[src/rtl/mem_port_arbiter_if.sv]
// rtl/mem_port_arbiter_if.sv - fetch, data and memory-command bundle for mem_port_arbiter
interface mem_port_arbiter_if #(
    parameter int ADDR_W = 12,
    parameter int DATA_W = 19
);
    logic              if_req;
    logic [ADDR_W-1:0] if_addr;
    logic [DATA_W-1:0] if_rdata;
    logic              if_ready;
    logic              if_stall;

    logic              d_req;
    logic              d_we;
    logic [ADDR_W-1:0] d_addr;
    logic [DATA_W-1:0] d_wdata;
    logic [DATA_W-1:0] d_rdata;
    logic              d_ready;
    logic              d_stall;

    logic              mem_en;
    logic              mem_we;
    logic [ADDR_W-1:0] mem_addr;
    logic [DATA_W-1:0] mem_wdata;
    logic [DATA_W-1:0] mem_rdata;

    modport slave (
        input  if_req, if_addr, d_req, d_we, d_addr, d_wdata, mem_rdata,
        output if_rdata, if_ready, if_stall, d_rdata, d_ready, d_stall,
               mem_en, mem_we, mem_addr, mem_wdata
    );

    modport master (
        output if_req, if_addr, d_req, d_we, d_addr, d_wdata, mem_rdata,
        input  if_rdata, if_ready, if_stall, d_rdata, d_ready, d_stall,
               mem_en, mem_we, mem_addr, mem_wdata
    );
endinterface

[src/rtl/mem_port_arbiter.sv]
// rtl/mem_port_arbiter.sv - shares one fixed-latency memory between fetch and data ports
module mem_port_arbiter #(
    parameter int ADDR_W       = 12,
    parameter int DATA_W       = 19,
    parameter int LATENCY      = 2,
    parameter int STARVE_LIMIT = 3
) (
    input  logic                i_clk,
    input  logic                i_rst_n,
    mem_port_arbiter_if.slave   bus
);
    localparam int CNT_W = (LATENCY > 1) ? $clog2(LATENCY) : 1;
    localparam int ST_W  = $clog2(STARVE_LIMIT + 1);
    localparam logic [CNT_W-1:0] CNT_LAST = CNT_W'(LATENCY - 1);
    localparam logic [ST_W-1:0]  ST_MAX   = ST_W'(STARVE_LIMIT);

    typedef enum logic [1:0] {S_IDLE, S_BUSY, S_DONE} state_t;
    typedef enum logic {OWN_IF, OWN_D} owner_t;

    state_t            r_state,     w_state_nxt;
    owner_t            r_owner,     w_owner_nxt;
    logic [CNT_W-1:0]  r_cnt,       w_cnt_nxt;
    logic [ST_W-1:0]   r_starve,    w_starve_nxt;
    logic              r_mem_en,    w_mem_en_nxt;
    logic              r_mem_we,    w_mem_we_nxt;
    logic [ADDR_W-1:0] r_mem_addr,  w_mem_addr_nxt;
    logic [DATA_W-1:0] r_mem_wdata, w_mem_wdata_nxt;
    logic [DATA_W-1:0] r_if_rdata,  w_if_rdata_nxt;
    logic [DATA_W-1:0] r_d_rdata,   w_d_rdata_nxt;
    logic              r_if_ready,  w_if_ready_nxt;
    logic              r_d_ready,   w_d_ready_nxt;

    logic              w_grant_d;
    logic              w_grant_if;

    // Data normally wins a tie; fetch wins once it has been passed over STARVE_LIMIT times.
    assign w_grant_d  = bus.d_req & (~bus.if_req | (r_starve != ST_MAX));
    assign w_grant_if = bus.if_req & ~w_grant_d;

    always_ff @(posedge i_clk or negedge i_rst_n) begin
        if (!i_rst_n) begin
            r_state     <= S_IDLE;
            r_owner     <= OWN_IF;
            r_cnt       <= '0;
            r_starve    <= '0;
            r_mem_en    <= 1'b0;
            r_mem_we    <= 1'b0;
            r_mem_addr  <= '0;
            r_mem_wdata <= '0;
            r_if_rdata  <= '0;
            r_d_rdata   <= '0;
            r_if_ready  <= 1'b0;
            r_d_ready   <= 1'b0;
        end else begin
            r_state     <= w_state_nxt;
            r_owner     <= w_owner_nxt;
            r_cnt       <= w_cnt_nxt;
            r_starve    <= w_starve_nxt;
            r_mem_en    <= w_mem_en_nxt;
            r_mem_we    <= w_mem_we_nxt;
            r_mem_addr  <= w_mem_addr_nxt;
            r_mem_wdata <= w_mem_wdata_nxt;
            r_if_rdata  <= w_if_rdata_nxt;
            r_d_rdata   <= w_d_rdata_nxt;
            r_if_ready  <= w_if_ready_nxt;
            r_d_ready   <= w_d_ready_nxt;
        end
    end

    always_comb begin
        w_state_nxt     = r_state;
        w_owner_nxt     = r_owner;
        w_cnt_nxt       = r_cnt;
        w_starve_nxt    = r_starve;
        w_mem_en_nxt    = r_mem_en;
        w_mem_we_nxt    = r_mem_we;
        w_mem_addr_nxt  = r_mem_addr;
        w_mem_wdata_nxt = r_mem_wdata;
        w_if_rdata_nxt  = r_if_rdata;
        w_d_rdata_nxt   = r_d_rdata;
        w_if_ready_nxt  = 1'b0;
        w_d_ready_nxt   = 1'b0;

        unique case (r_state)
            S_IDLE: begin
                if (w_grant_d) begin
                    w_state_nxt     = S_BUSY;
                    w_owner_nxt     = OWN_D;
                    w_cnt_nxt       = '0;
                    w_mem_en_nxt    = 1'b1;
                    w_mem_we_nxt    = bus.d_we;
                    w_mem_addr_nxt  = bus.d_addr;
                    w_mem_wdata_nxt = bus.d_wdata;
                    if (bus.if_req) begin
                        if (r_starve != ST_MAX) w_starve_nxt = r_starve + ST_W'(1);
                    end else begin
                        w_starve_nxt = '0;
                    end
                end else if (w_grant_if) begin
                    w_state_nxt     = S_BUSY;
                    w_owner_nxt     = OWN_IF;
                    w_cnt_nxt       = '0;
                    w_mem_en_nxt    = 1'b1;
                    w_mem_we_nxt    = 1'b0;
                    w_mem_addr_nxt  = bus.if_addr;
                    w_mem_wdata_nxt = '0;
                    w_starve_nxt    = '0;
                end
            end
            S_BUSY: begin
                if (r_cnt == CNT_LAST) begin
                    // Read data is only valid in the final busy cycle, so capture exactly here.
                    if (!r_mem_we) begin
                        if (r_owner == OWN_D) w_d_rdata_nxt  = bus.mem_rdata;
                        else                  w_if_rdata_nxt = bus.mem_rdata;
                    end
                    w_state_nxt    = S_DONE;
                    w_mem_en_nxt   = 1'b0;
                    w_mem_we_nxt   = 1'b0;
                    w_d_ready_nxt  = (r_owner == OWN_D);
                    w_if_ready_nxt = (r_owner == OWN_IF);
                end else begin
                    w_cnt_nxt = r_cnt + CNT_W'(1);
                end
            end
            S_DONE: begin
                w_state_nxt = S_IDLE;
            end
            default: begin
                w_state_nxt  = S_IDLE;
                w_mem_en_nxt = 1'b0;
                w_mem_we_nxt = 1'b0;
            end
        endcase
    end

    assign bus.if_rdata  = r_if_rdata;
    assign bus.if_ready  = r_if_ready;
    assign bus.if_stall  = bus.if_req & ~r_if_ready;
    assign bus.d_rdata   = r_d_rdata;
    assign bus.d_ready   = r_d_ready;
    assign bus.d_stall   = bus.d_req & ~r_d_ready;
    assign bus.mem_en    = r_mem_en;
    assign bus.mem_we    = r_mem_we;
    assign bus.mem_addr  = r_mem_addr;
    assign bus.mem_wdata = r_mem_wdata;
endmodule

[src/flat_wrapper.sv]
// flat-port wrapper written by rule: the top's interface ports become plain ports
module mem_port_arbiter_flat 
#(
    parameter int ADDR_W       = 12,
    parameter int DATA_W       = 19,
    parameter int LATENCY      = 2,
    parameter int STARVE_LIMIT = 3
)
  (i_clk, i_rst_n, bus_if_req, bus_if_addr, bus_d_req, bus_d_we, bus_d_addr, bus_d_wdata, bus_mem_rdata, bus_if_rdata, bus_if_ready, bus_if_stall, bus_d_rdata, bus_d_ready, bus_d_stall, bus_mem_en, bus_mem_we, bus_mem_addr, bus_mem_wdata);
  mem_port_arbiter_if #(.ADDR_W(ADDR_W), .DATA_W(DATA_W)) bus_i ();
  input  logic i_clk;
  input  logic i_rst_n;
  input wire logic [$bits(bus_i.if_req)-1:0] bus_if_req;
  input wire logic [$bits(bus_i.if_addr)-1:0] bus_if_addr;
  input wire logic [$bits(bus_i.d_req)-1:0] bus_d_req;
  input wire logic [$bits(bus_i.d_we)-1:0] bus_d_we;
  input wire logic [$bits(bus_i.d_addr)-1:0] bus_d_addr;
  input wire logic [$bits(bus_i.d_wdata)-1:0] bus_d_wdata;
  input wire logic [$bits(bus_i.mem_rdata)-1:0] bus_mem_rdata;
  output wire logic [$bits(bus_i.if_rdata)-1:0] bus_if_rdata;
  output wire logic [$bits(bus_i.if_ready)-1:0] bus_if_ready;
  output wire logic [$bits(bus_i.if_stall)-1:0] bus_if_stall;
  output wire logic [$bits(bus_i.d_rdata)-1:0] bus_d_rdata;
  output wire logic [$bits(bus_i.d_ready)-1:0] bus_d_ready;
  output wire logic [$bits(bus_i.d_stall)-1:0] bus_d_stall;
  output wire logic [$bits(bus_i.mem_en)-1:0] bus_mem_en;
  output wire logic [$bits(bus_i.mem_we)-1:0] bus_mem_we;
  output wire logic [$bits(bus_i.mem_addr)-1:0] bus_mem_addr;
  output wire logic [$bits(bus_i.mem_wdata)-1:0] bus_mem_wdata;
  assign bus_i.if_req = bus_if_req;
  assign bus_i.if_addr = bus_if_addr;
  assign bus_i.d_req = bus_d_req;
  assign bus_i.d_we = bus_d_we;
  assign bus_i.d_addr = bus_d_addr;
  assign bus_i.d_wdata = bus_d_wdata;
  assign bus_i.mem_rdata = bus_mem_rdata;
  assign bus_if_rdata = bus_i.if_rdata;
  assign bus_if_ready = bus_i.if_ready;
  assign bus_if_stall = bus_i.if_stall;
  assign bus_d_rdata = bus_i.d_rdata;
  assign bus_d_ready = bus_i.d_ready;
  assign bus_d_stall = bus_i.d_stall;
  assign bus_mem_en = bus_i.mem_en;
  assign bus_mem_we = bus_i.mem_we;
  assign bus_mem_addr = bus_i.mem_addr;
  assign bus_mem_wdata = bus_i.mem_wdata;
  mem_port_arbiter #(.ADDR_W(ADDR_W), .DATA_W(DATA_W), .LATENCY(LATENCY), .STARVE_LIMIT(STARVE_LIMIT)) u_core (.i_clk(i_clk), .i_rst_n(i_rst_n), .bus(bus_i));
endmodule
[config.mk]
export PLATFORM = sky130hd
export DESIGN_NAME = mem_port_arbiter_flat
export DESIGN_NICKNAME = d
export VERILOG_FILES = /design/src/rtl/mem_port_arbiter_if.sv /design/src/rtl/mem_port_arbiter.sv /design/src/flat_wrapper.sv
export SDC_FILE = /design/constraint.sdc
export NUM_CORES = 1
export LEC_CHECK = 0
export ABC_CLOCK_PERIOD_IN_PS = 2300
export BUFFER_PORTS_ARGS = -buffer_cell sky130_fd_sc_hd__buf_2
export CAP_MARGIN = 20
export CORE_ASPECT_RATIO = 0.8
export CORE_UTILIZATION = 48
export CTS_BUF_LIST = sky130_fd_sc_hd__clkbuf_8
export CTS_CLUSTER_SIZE = 14
export DETAILED_ROUTE_END_ITERATION = 8
export PLACE_DENSITY = 0.85
export SYNTH_ARGS = -nofsm -noshare
export SYNTH_HDL_FRONTEND = slang
export SYNTH_SLANG_ARGS = --single-unit
[constraint.sdc]
create_clock -name i_clk -period 2.3 [get_ports i_clk]
set_input_delay 0.69 -clock i_clk [delete_from_list [all_inputs] [get_ports i_clk]]
set_output_delay 0.69 -clock i_clk [all_outputs]
set_load 0.05 [all_outputs]
**Yosys cells after proc, flatten, opt, wreduce, memory -nomap -nowiden**

Cells that the tools add are included.

- Word-level logic and storage cells: 69
- Input bits: 67
- Register bits: 79
- Output and inout port bits: 75

- Bitwise operators: 12
- Mux-type cells: 27
- Reduce and logical (&&, ||, !) cells: 10
- Add/sub/neg operators: 2
- Eq/ne operators: 6

Operators by type and width:

| cell | number |
|---|---|
| two-way mux 19 bit | 2 |
| two-way mux 12 bit | 2 |
| two-way mux 2 bit | 7 |
| two-way mux 1 bit | 12 |
| AND reduction 4 bit | 2 |
| NOT 1 bit | 7 |
| one-hot mux 1 bit (3 select lines) | 2 |
| AND reduction 2 bit | 3 |
| AND reduction 3 bit | 2 |
| AND 1 bit | 4 |
| one-hot mux 2 bit (2 select lines) | 1 |
| nonzero test 2 bit | 2 |
| != test 3 x 1 -> 1 bit, second input constant | 1 |
| != test 3 bit, second input constant | 1 |
| adder 2 x 1 -> 2 bit, second input constant | 1 |
| equality test 2 x 1 -> 1 bit, second input constant | 1 |
| equality test 2 bit, second input constant | 1 |
| logical NOT 2 bit | 1 |
| != test 2 x 1 -> 1 bit, second input constant | 1 |
| != test 2 bit, second input constant | 1 |
| one-hot mux 1 bit (2 select lines) | 1 |
| adder 1 bit, second input constant | 1 |
| bitwise OR 1 bit | 1 |

**Longest topological paths before layout**

- Word-level depth: 8
- Depth in mapped cells: 5
- Mapped depth without buffers: 4

**Least setup slack after synthesis**

OpenSTA, ideal clock, no wires.

- Kind: input-to-output
- From: input bus_d_req
- To: output bus_d_stall
- Setup slack: 0.213 ns
- Stages on the path: 1
- Arrival time: 1.397 ns
- Data required time: 1.610 ns
- Path through: nor2b_1

- Longest elaborated chain between the ends: 1

Ends and longest elaborated chain:

| item | RTL line | text |
|---|---|---|
| from (decl) | flat_wrapper.sv:15 | `input wire logic [$bits(bus_i.d_req)-1:0] bus_d_req;` |
| AND 1 bit | mem_port_arbiter.sv:142 | `assign bus.d_stall = bus.d_req & ~r_d_ready;` |
| to (decl) | flat_wrapper.sv:25 | `output wire logic [$bits(bus_i.d_stall)-1:0] bus_d_stall;` |

No other way between the ends.

**Worst setup path in the final report**

- From: input bus_if_req
- To: output bus_if_stall

- Longest elaborated chain between the ends: 1

Ends and longest elaborated chain:

| item | RTL line | text |
|---|---|---|
| from (decl) | flat_wrapper.sv:13 | `input wire logic [$bits(bus_i.if_req)-1:0] bus_if_req;` |
| AND 1 bit | mem_port_arbiter.sv:139 | `assign bus.if_stall = bus.if_req & ~r_if_ready;` |
| to (decl) | flat_wrapper.sv:22 | `output wire logic [$bits(bus_i.if_stall)-1:0] bus_if_stall;` |

No other way between the ends.

==> out/qor.yml <==
wl_mm: 7.19
rsz0062_at_grt: "no"
finalHoldViolCount: 0
endpoint_kind: "output port"
wl_per_cell_um: 15.6
worst-path-buf-inv: 2
tightest_slew_ps: 884
start_util_pct: 51.2
drtIter0Drc: 107
rows: 25
tns_ps: 0
clk_latency_ps: 340
status: "finished clean"
clockBufferDepth: 2
maxCapViolCount: 0
syn_area_per_cell_um2: 13.6
n_antenna_cell: 0
die_x_um: 92.2
post-cts-setup-buffer-count: 0
drv_slew: 0
io_buffers: 141
crit_top_cell: "buf_2"
cp_top_family: "buffers and inverters"
fmax_mhz: 519
drt_pass1_iterations: 4
drive_above_1_share_pct: 54.9
synth.ff_latch_count: 79
nets: 445
fillCellCount: 461
synth-seq-area-share_pct: 63.3
cts_resized: 0
crit_path_max_fanout: 7
slew_headroom_pct: 40.9
vias_per_cell: 5.19
setup_viol: 0
final_common_cell: "buf_2"
gp_congestion: 0.744
synthDistinctLibCells: 29
track_usage_pct: 22.1
antenna_found_initial: 0
crit_type: "in -> out"
ioPinCount: 142
yosysWarnings: 0
cts_tree: "built"
cp.arrival_ps: 1240
dieArea_mm2: 0.00684
final_cell_mix: "140 x buf_2, 79 x dfrtp_1, 28 x mux2_2, 26 x nand2_1, 19 x a22o_1"
overflow: 0
dieHeight_um: 74.2
fp.coreArea_mm2: 0.00610
hpwl_mm: 5.28
startpoint_type: "primary input"
min_period_ps: 1930
syn_nets: 297
worstPathCellList: "buf_2 -> nor2b_1 -> buf_2"
grt_pass1_vias: 2349
cpMaxStageDelayCell: "buf_2"
cts.sinks: 79
vias: 2396
cpPeakStageDelay_ps: 270
grt_pass1_wl_mm: 11.3
drc: 0
htreeDepth: 3
clock_skew_ps: 10.0
syn_area_mm2: 0.00312
worst_hold_path_type: "in -> async"
cts_hold_buf: 0
grt_max_degree: 35
cts_root_buf: "clkbuf_8"
cts_made_buffers: 9
worstPathRequired_ps: 1610
clkSlewWorstSetupHoldPaths_ps: 80
postRouteAntennaNets: 0
syn_inst: 229
timing.final.crit_share_pct: 83.7
area_growth_pct: 32.1
[final cells by class]
type,count,area [µm²],area share [%]
inverter,1,3.75,0.0910
timing repair buffer,149,781,18.9
multi-input combinational,137,1080,26.1
sequential,79,1980,47.9
clock buffer,9,124,3.00
clock inverter,6,61.3,1.49
tap,81,101,2.46
[path summary, 6_finish.rpt]
kind,slack (ps),to,startpoint,cells past startpoint
min reg2reg,490,u_core.bus.mem_en$_DFFE_PN0P_,u_core.bus.mem_en$_DFFE_PN0P_,1
max in group asynchronous,1470,u_core.bus.mem_addr[1]$_DFFE_PN0P_,i_rst_n,2
min,270,u_core.bus.if_rdata[1]$_DFFE_PN0P_,i_rst_n,1
max,370,bus_if_stall,bus_if_req,3
min in group i_clk,490,u_core.bus.mem_en$_DFFE_PN0P_,u_core.bus.mem_en$_DFFE_PN0P_,1
max reg2reg,470,u_core.bus.mem_addr[4]$_DFFE_PN0P_,u_core.r_state[0]$_DFFE_PN0P_,3
[cell usage after synthesis]
| cell | count | area [µm²] |
|---|---|---|
| a21bo_2 | 1 | 10.0 |
| a21boi_1 | 1 | 7.51 |
| a21o_1 | 2 | 15.0 |
| a21oi_1 | 12 | 60.1 |
| a22o_1 | 19 | 166 |
| a31o_2 | 1 | 8.76 |
| a31oi_1 | 12 | 75.1 |
| and2_1 | 1 | 6.26 |
| and3_1 | 1 | 6.26 |
| buf_12 | 1 | 20.0 |
| buf_2 | 1 | 5.00 |
| buf_6 | 1 | 11.3 |
| clkbuf_1 | 9 | 33.8 |
| dfrtp_1 | 79 | 1980 |
| ha_1 | 1 | 12.5 |
| inv_1 | 1 | 3.75 |
| mux2_2 | 28 | 315 |
| mux2_4 | 10 | 150 |
| nand2_1 | 26 | 97.6 |
| nand3_1 | 2 | 10.0 |
| nand3b_4 | 1 | 20.0 |
| nor2_1 | 4 | 15.0 |
| nor2b_1 | 2 | 12.5 |
| nor3_1 | 1 | 5.00 |
| nor3_4 | 1 | 16.3 |
| o21ai_0 | 7 | 35.0 |
| or2_2 | 2 | 12.5 |
| or2b_1 | 1 | 7.51 |
| or3b_1 | 1 | 8.76 |
[worst reg2reg max path, cell delays in order (launching register included)]
cell	delay, ps
dfrtp_1	440
or2_2	350
nor2_1	680
a31oi_1	200
[flip-flops by register name, summed over array words and instances (netlist names)]
signal and flops:
u_core.r_state 2, u_core.r_starve 2, u_core.r_owner 1, u_core.r_cnt 1
u_core.bus.d_ready 1, u_core.bus.mem_addr 12, u_core.bus.d_rdata 19, u_core.bus.mem_wdata 19
u_core.bus.mem_we 1, u_core.bus.if_ready 1, u_core.bus.if_rdata 19, u_core.bus.mem_en 1
[stage by stage]
| stage | instances | area, µm² | hold WS (ps) | worst slack [ps] | util (%) |
|---|---|---|---|---|---|
| after floorplan | 229 | 3120 | 394 | 213 | - |
| after detailed placement | 447 | 3940 | 468 | 313 | 64.6 |
| after CTS | 462 | 4130 | 264 | 371 | 67.7 |
| final | 462 | 4130 | 269 | 374 | 67.7 |
| after global routing | 462 | 4130 | 276 | 335 | 67.7 |
| after global placement | 447 | 3940 | 457 | 375 | 64.6 |
[cells by family after synthesis]
group	after synthesis	synth area share (%)
AO/OA/AOI/OAI	55	12.1
multiplexers	38	14.9
buffers and inverters	13	2.36
adder cells (fa/ha/maj)	1	0.400
flip-flops	79	63.3
AND/OR/NAND/NOR	43	6.97
[per-layer routing]
layer	part of all wire [%]	vias to the layer above	GRT usage, %
met5	0	-	0
met4	1.5	0	6.94
met3	6.8	11	7.36
met2	49	102	37.6
met1	43	1172	27.3
li1	-	1111	-
Power is not shown: default switching activity piles up to over one toggle a cycle in this logic, so the estimate is an artifact.
